<file path="config.mk">
export PLATFORM = sky130hd
export DESIGN_NAME = kt_cmd_sched
export DESIGN_NICKNAME = d
export VERILOG_FILES = /design/src/rtl/kt_cmd_pkg.sv /design/src/rtl/kt_tmo_cnt.sv /design/src/rtl/kt_cmd_sched.sv
export SDC_FILE = /design/constraint.sdc
export NUM_CORES = 1
export LEC_CHECK = 0
export CORE_MARGIN = 1.5
export CORE_UTILIZATION = 45
export DETAILED_ROUTE_END_ITERATION = 12
export HOLD_SLACK_MARGIN = 0.1
export PLACE_DENSITY_LB_ADDON = 0.15
export SYNTH_ARGS = -nofsm -noshare
export SYNTH_HDL_FRONTEND = slang
export SYNTH_SLANG_ARGS = --single-unit
</file>
<file path="constraint.sdc">
create_clock -name clk -period 2.1 [get_ports clk]
set_input_delay 0.21 -clock clk [delete_from_list [all_inputs] [get_ports clk]]
set_output_delay 0.21 -clock clk [all_outputs]
set_load 0.01 [all_outputs]
</file>
<file path="src/rtl/kt_cmd_pkg.sv">
// Shared opcode, response and state definitions for the
// Knight's Tour command scheduler.
package kt_cmd_pkg;

  localparam int OP_MSB = 15;
  localparam int OP_LSB = 12;

  localparam logic [3:0] OP_TOUR  = 4'h6;
  localparam logic [7:0] RSP_DONE = 8'hA5;
  localparam logic [7:0] RSP_TMO  = 8'h5A;

  typedef enum logic {
    OWN_RMT,
    OWN_TOUR
  } owner_t;

  typedef enum logic [1:0] {
    IDLE,
    WAIT,
    RESP
  } sched_state_t;

  function automatic logic is_tour_op(input logic [15:0] c);
    return c[OP_MSB:OP_LSB] == OP_TOUR;
  endfunction

endpackage

</file>
<file path="src/rtl/kt_tmo_cnt.sv">
// Clearable up-counter that flags the last cycle of the
// command timeout window.
module kt_tmo_cnt
  import kt_cmd_pkg::*;
#(
  parameter int unsigned TMO_CYCLES = 33554432,
  parameter int unsigned TMO_W      = 26
) (
  input  logic clk,
  input  logic rst,
  input  logic clr_i,
  input  logic en_i,
  output logic expire_o
);

  localparam logic [TMO_W-1:0] LAST = TMO_W'(TMO_CYCLES - 1);

  logic [TMO_W-1:0] cnt_q;
  logic [TMO_W-1:0] cnt_d;

  always_comb begin
    cnt_d = cnt_q;
    if (clr_i)
      cnt_d = '0;
    else if (en_i)
      cnt_d = cnt_q + 1'b1;
  end

  always_ff @(posedge clk) begin
    if (rst)
      cnt_q <= '0;
    else
      cnt_q <= cnt_d;
  end

  assign expire_o = en_i && (cnt_q == LAST);

endmodule

</file>
<file path="src/rtl/kt_cmd_sched.sv">
// Arbitrates remote and tour commands onto cmd_proc, one at
// a time, and routes each response back to its owner.
module kt_cmd_sched
  import kt_cmd_pkg::*;
#(
  parameter int unsigned TMO_CYCLES = 33554432,
  parameter int unsigned TMO_W      = 26
) (
  input  logic        clk,
  input  logic        rst,
  input  logic        rmt_vld,
  input  logic [15:0] rmt_cmd,
  output logic        rmt_ack,
  input  logic        tour_vld,
  input  logic [15:0] tour_cmd,
  output logic        tour_ack,
  output logic [15:0] cmd,
  output logic        cmd_rdy,
  input  logic        clr_cmd_rdy,
  input  logic        send_resp,
  output logic [7:0]  resp,
  output logic        rmt_resp_vld,
  output logic        tour_resp_vld,
  output logic        tour_go,
  output logic [7:0]  tour_pos,
  input  logic        tour_fin,
  output logic        tour_lock,
  output logic        busy
);

  sched_state_t state_q, state_d;
  owner_t       owner_q, owner_d;
  logic [15:0]  cmd_q, cmd_d;
  logic [7:0]   resp_q, resp_d;
  logic [7:0]   pos_q, pos_d;
  logic         rdy_q, rdy_d;
  logic         rack_q, rack_d;
  logic         tack_q, tack_d;
  logic         rrv_q, rrv_d;
  logic         trv_q, trv_d;
  logic         go_q, go_d;
  logic         lock_q, lock_d;
  logic         pend_q, pend_d;
  logic         cnt_clr;
  logic         tmo_exp;

  kt_tmo_cnt #(
    .TMO_CYCLES(TMO_CYCLES),
    .TMO_W     (TMO_W)
  ) u_tmo (
    .clk     (clk),
    .rst     (rst),
    .clr_i   (cnt_clr),
    .en_i    (state_q == WAIT),
    .expire_o(tmo_exp)
  );

  always_comb begin
    state_d = state_q;
    owner_d = owner_q;
    cmd_d   = cmd_q;
    resp_d  = resp_q;
    pos_d   = pos_q;
    rdy_d   = rdy_q;
    lock_d  = lock_q;
    pend_d  = pend_q;
    rack_d  = 1'b0;
    tack_d  = 1'b0;
    rrv_d   = 1'b0;
    trv_d   = 1'b0;
    go_d    = 1'b0;
    cnt_clr = 1'b0;
    unique case (state_q)
      IDLE: begin
        pend_d = 1'b0;
        if (lock_q && (tour_fin || pend_q)) begin
          lock_d = 1'b0;
          rrv_d  = 1'b1;
          resp_d = RSP_DONE;
        end else if (!lock_q && rmt_vld) begin
          rack_d = 1'b1;
          if (is_tour_op(rmt_cmd)) begin
            go_d   = 1'b1;
            pos_d  = rmt_cmd[7:0];
            lock_d = 1'b1;
          end else begin
            cmd_d   = rmt_cmd;
            owner_d = OWN_RMT;
            rdy_d   = 1'b1;
            state_d = WAIT;
            cnt_clr = 1'b1;
          end
        end else if (tour_vld) begin
          tack_d  = 1'b1;
          cmd_d   = tour_cmd;
          owner_d = OWN_TOUR;
          rdy_d   = 1'b1;
          state_d = WAIT;
          cnt_clr = 1'b1;
        end
      end
      WAIT: begin
        if (tour_fin && lock_q)
          pend_d = 1'b1;
        if (clr_cmd_rdy)
          rdy_d = 1'b0;
        // send_resp beats an expiry landing on the same cycle
        if (send_resp || tmo_exp) begin
          state_d = RESP;
          rdy_d   = 1'b0;
          resp_d  = send_resp ? RSP_DONE : RSP_TMO;
          rrv_d   = (owner_q == OWN_RMT);
          trv_d   = (owner_q == OWN_TOUR);
        end
      end
      RESP: begin
        state_d = IDLE;
        if (tour_fin && lock_q)
          pend_d = 1'b1;
        // a stuck tour command aborts the tour; tell the remote
        if (owner_q == OWN_TOUR && resp_q == RSP_TMO) begin
          lock_d = 1'b0;
          pend_d = 1'b0;
          rrv_d  = 1'b1;
        end
      end
      default: state_d = IDLE;
    endcase
  end

  always_ff @(posedge clk) begin
    if (rst) begin
      state_q <= IDLE;
      owner_q <= OWN_RMT;
      cmd_q   <= '0;
      resp_q  <= '0;
      pos_q   <= '0;
      rdy_q   <= 1'b0;
      rack_q  <= 1'b0;
      tack_q  <= 1'b0;
      rrv_q   <= 1'b0;
      trv_q   <= 1'b0;
      go_q    <= 1'b0;
      lock_q  <= 1'b0;
      pend_q  <= 1'b0;
    end else begin
      state_q <= state_d;
      owner_q <= owner_d;
      cmd_q   <= cmd_d;
      resp_q  <= resp_d;
      pos_q   <= pos_d;
      rdy_q   <= rdy_d;
      rack_q  <= rack_d;
      tack_q  <= tack_d;
      rrv_q   <= rrv_d;
      trv_q   <= trv_d;
      go_q    <= go_d;
      lock_q  <= lock_d;
      pend_q  <= pend_d;
    end
  end

  assign rmt_ack       = rack_q;
  assign tour_ack      = tack_q;
  assign cmd           = cmd_q;
  assign cmd_rdy       = rdy_q;
  assign resp          = resp_q;
  assign rmt_resp_vld  = rrv_q;
  assign tour_resp_vld = trv_q;
  assign tour_go       = go_q;
  assign tour_pos      = pos_q;
  assign tour_lock     = lock_q;
  assign busy          = (state_q != IDLE);

endmodule

</file>
==> impl_metrics.ini <==
[synth]
synth-edff-count = 0
synth_area_leader_cell = dfxtp_1
yosysWarnings = 0
netlist.area_leader.share_pct = 41.3
synth_area_leaders = dfxtp_1, nor2_1, a311oi_2
synth_ff_type = dfxtp_1
synth.top_cells.by_count = dfxtp_1, nor2_1, nand2_1, a21oi_1, a311oi_2
synthesis.nets = 383
synth.most_common_cell = dfxtp_1
synth_seq_cells = 63
syn_area_um2 = 3050
synthArstFlopShare_pct = 0
ys_seq_area_share_pct = 41.3
synth_cells = 338
synth_cell_type_count = 58
synth_area_per_cell_um2 = 9.02

[timing]
max_freq_mhz = 516
slew_headroom_pct = 54.7
worst_slack_ns = 0.163
maxSlewViolCount = 0
finalCritPeriodShare_pct = 92.2
whs_ns = 0.437
finalSetupViolations = 0
grt_setup_unrepaired = false
finalClockSkew_ns = 0.00930
min_period_ns = 1.94
hold_viol_final = 0
max_slew.worst_pin.slew_ns = 0.679

[power]
pwr-share-comb_pct = 25.2
peakVddDrop_mv = 0.612
swShare_pct = 28.4
p_clk_share_pct = 34.8
seqPwrFrac_pct = 40.0
p_total_mw = 3.39
powerDensity_nw_per_um2 = 812
p_switching_mw = 0.964
internal_power_mw = 2.43
p_leak_nw = 1.59

[worst_setup_path]
crit_buf_inv = 2
crit_arrival_ns = 2.22
cpPeakStageDelay_ns = 0.42
cp-startpoint = state_q[1]
cp_cell_sequence = inv_1 -> ha_1 -> and4_1 -> nand3_1 -> buf_4 -> or4_1 -> a21oi_1
cp-start-kind = flip-flop
worstSetupPathType = reg2reg
crit_slowest_cell = or4_1
critPathMaxFanout = 12
crit_family = simple AND/OR/NAND/NOR gates
cp.required_ns = 2.38
r2r_start = state_q[1]
cp-end-kind = flip-flop

[clock_tree]
numCtsBuffers = 9
cts_buffer_depth = 2
tritoncts = built
cts_max_level = 3
clock_latency_ns = 0.35
root_buffer = clkbuf_8
cts.sinks = 63
holdBufCountCts = 0
clkTransAtPathRegs_ns = 0.07

[final_layout]
layoutNonFillerInstCount = 501
nFillCells = 567
drive_gt1_share_pct = 13.7
n_antenna_cell = 0
area_growth_pct = 36.9
postLayoutCoreUtil_pct = 64.6
final_nets = 464

[status]
violations = design-rule violations
status = finished, violations left

[run]
maxCapViolations = 0

[drt]
drc = 5
wire_per_inst_um = 14.6
dr_total_vias = 2787
first_iter_violations = 171
antenna_left = 0
viasPerCell = 5.56
routed_wl_mm = 7.32
dr.pass1.iters = 8

[floorplan]
fp.dieH_um = 85.3
die_x_um = 85.3
placementRows = 29
ios = 79
start_util_pct = 47.2
fp.dieArea_um2 = 7280
core_um2 = 6460

[worst_hold_path]
hold_start = rmt_cmd[9]
worstHoldPathType = in2reg

[global_route]
grt_pass1_vias = 2688
track_usage_pct = 20.8
grt.overflow.total = 0
grt_pass1_wl_mm = 12.3
antenna_found_initial = 0
grt_max_degree = 27

[placement]
hpwl_mm = 5.07
numPlacedInstances = 483
pre_cts_ws_ns = -0.0268
gp_congestion = 0.834
portBuffers = 78
[worst reg2reg max path: cells and delay by family (launching register included)]
family,cells,cell delay [ns]
fa+ha+maj,1,0.25
flops,1,0.34
compound gates,1,0.15
simple gates,3,0.80
buf+inv,2,0.35
[power groups by stage]
stage	sequential, mW	combinational [mW]	clock [mW]
2_1_floorplan	1.41	0.450	0
3_3_place_gp	1.38	0.836	0
3_5_place_dp	1.38	0.850	0
4_1_cts	1.36	0.857	1.20
5_1_grt	1.37	0.929	1.26
6_report	1.36	0.855	1.18
[final cells by class]
class / instances / area [um2] / share of cell area (%)
Clock buffer: 11 / 141 / 3.39
Multi-Input combinational cell: 241 / 1640 / 39.2
Timing Repair Buffer: 95 / 923 / 22.1
Inverter: 9 / 35.0 / 0.839
Clock inverter: 5 / 81.3 / 1.95
Tap cell: 77 / 96.3 / 2.31
Sequential cell: 63 / 1260 / 30.2
[metrics by stage]
stage / area [um2] / TNS [ns]
floorplan: 3050 / 0
global placement: 3910 / 0
detailed placement: 3910 / -0.0417
CTS: 4140 / 0
global route: 4180 / 0
finish: 4180 / 0
[worst paths after layout]
path | end | slack, ns | depth (start not counted)
setup / recovery | u_tmo.cnt_q[21] | 0.16 | 7
hold / removal | cmd[9] | 0.44 | 3
setup reg to reg | u_tmo.cnt_q[21] | 0.16 | 7
hold reg to reg | u_tmo.cnt_q[14] | 0.47 | 2
[sequential cells by signal (all words and copies together), names as in the netlist]
name,cells
resp,2
u_tmo.cnt_q,26
pend_q,1
state_q,2
rmt_ack,1
tour_ack,1
cmd,16
tour_lock,1
rmt_resp_vld,1
tour_pos,8
tour_go,1
owner_q,1
tour_resp_vld,1
cmd_rdy,1
[layout by cell type (no fill, tap or decap), types with 2 or more instances in the layout]
| cell type | synthesis | layout |
|---|---|---|
| xnor2_1 | 6 | 6 |
| nand4_1 | 5 | 5 |
| or3_1 | 6 | 6 |
| and2_1 | 2 | 2 |
| o31ai_1 | 7 | 7 |
| and3_1 | 4 | 4 |
| nor2b_1 | 3 | 3 |
| clkdlybuf4s50_1 | 0 | 77 |
| nand3_1 | 7 | 7 |
| nor3b_1 | 2 | 2 |
| inv_1 | 8 | 8 |
| clkbuf_8 | 0 | 10 |
| mux2i_1 | 9 | 9 |
| a311oi_1 | 6 | 6 |
| a211oi_1 | 2 | 2 |
| or4b_2 | 2 | 2 |
| nor3_1 | 3 | 3 |
| xor2_1 | 6 | 6 |
| nor2_1 | 45 | 45 |
| a21oi_1 | 15 | 15 |
| bufinv_16 | 0 | 2 |
| dfxtp_1 | 63 | 63 |
| nand2b_1 | 2 | 2 |
| ha_1 | 6 | 6 |
| or4_1 | 6 | 6 |
| o311a_1 | 2 | 2 |
| buf_4 | 7 | 16 |
| a311oi_2 | 11 | 11 |
| and4_1 | 3 | 3 |
| nand2_1 | 44 | 44 |
| a31oi_1 | 2 | 2 |
| o21ai_0 | 8 | 8 |
| clkinv_2 | 0 | 2 |
| a2111oi_2 | 1 | 2 |
| o21bai_1 | 2 | 2 |
[cell families (layout without fill, tap and decap cells)]
group,Yosys count,count (layout),share of synthesized area [%]
AO/OA/AOI/OAI,71,71,19.9
XOR/XNOR,12,12,3.45
adder cells (fa/ha/maj),6,6,2.46
buffers and inverters,35,120,5.99
flip-flops,63,63,41.3
multiplexers,9,9,2.95
AND/OR/NAND/NOR,142,143,23.9
[what timing repair did]
item                       CTS  global route
resized for setup            2             3
setup endpoints to repair    3             6
buffers inserted             0             1
gates cloned                 0             1
[metal layers]
metal / wire (um) / global-route usage [%] / vias up
met2: 3420 / 35.4 / 89
met5: 0 / 0 / -
met3: 432 / 6.91 / 8
met1: 3380 / 25.2 / 1315
li1: - / - / 1375
met4: 97 / 6.01 / 0
Note: power is estimated with default switching activity, not from simulation.
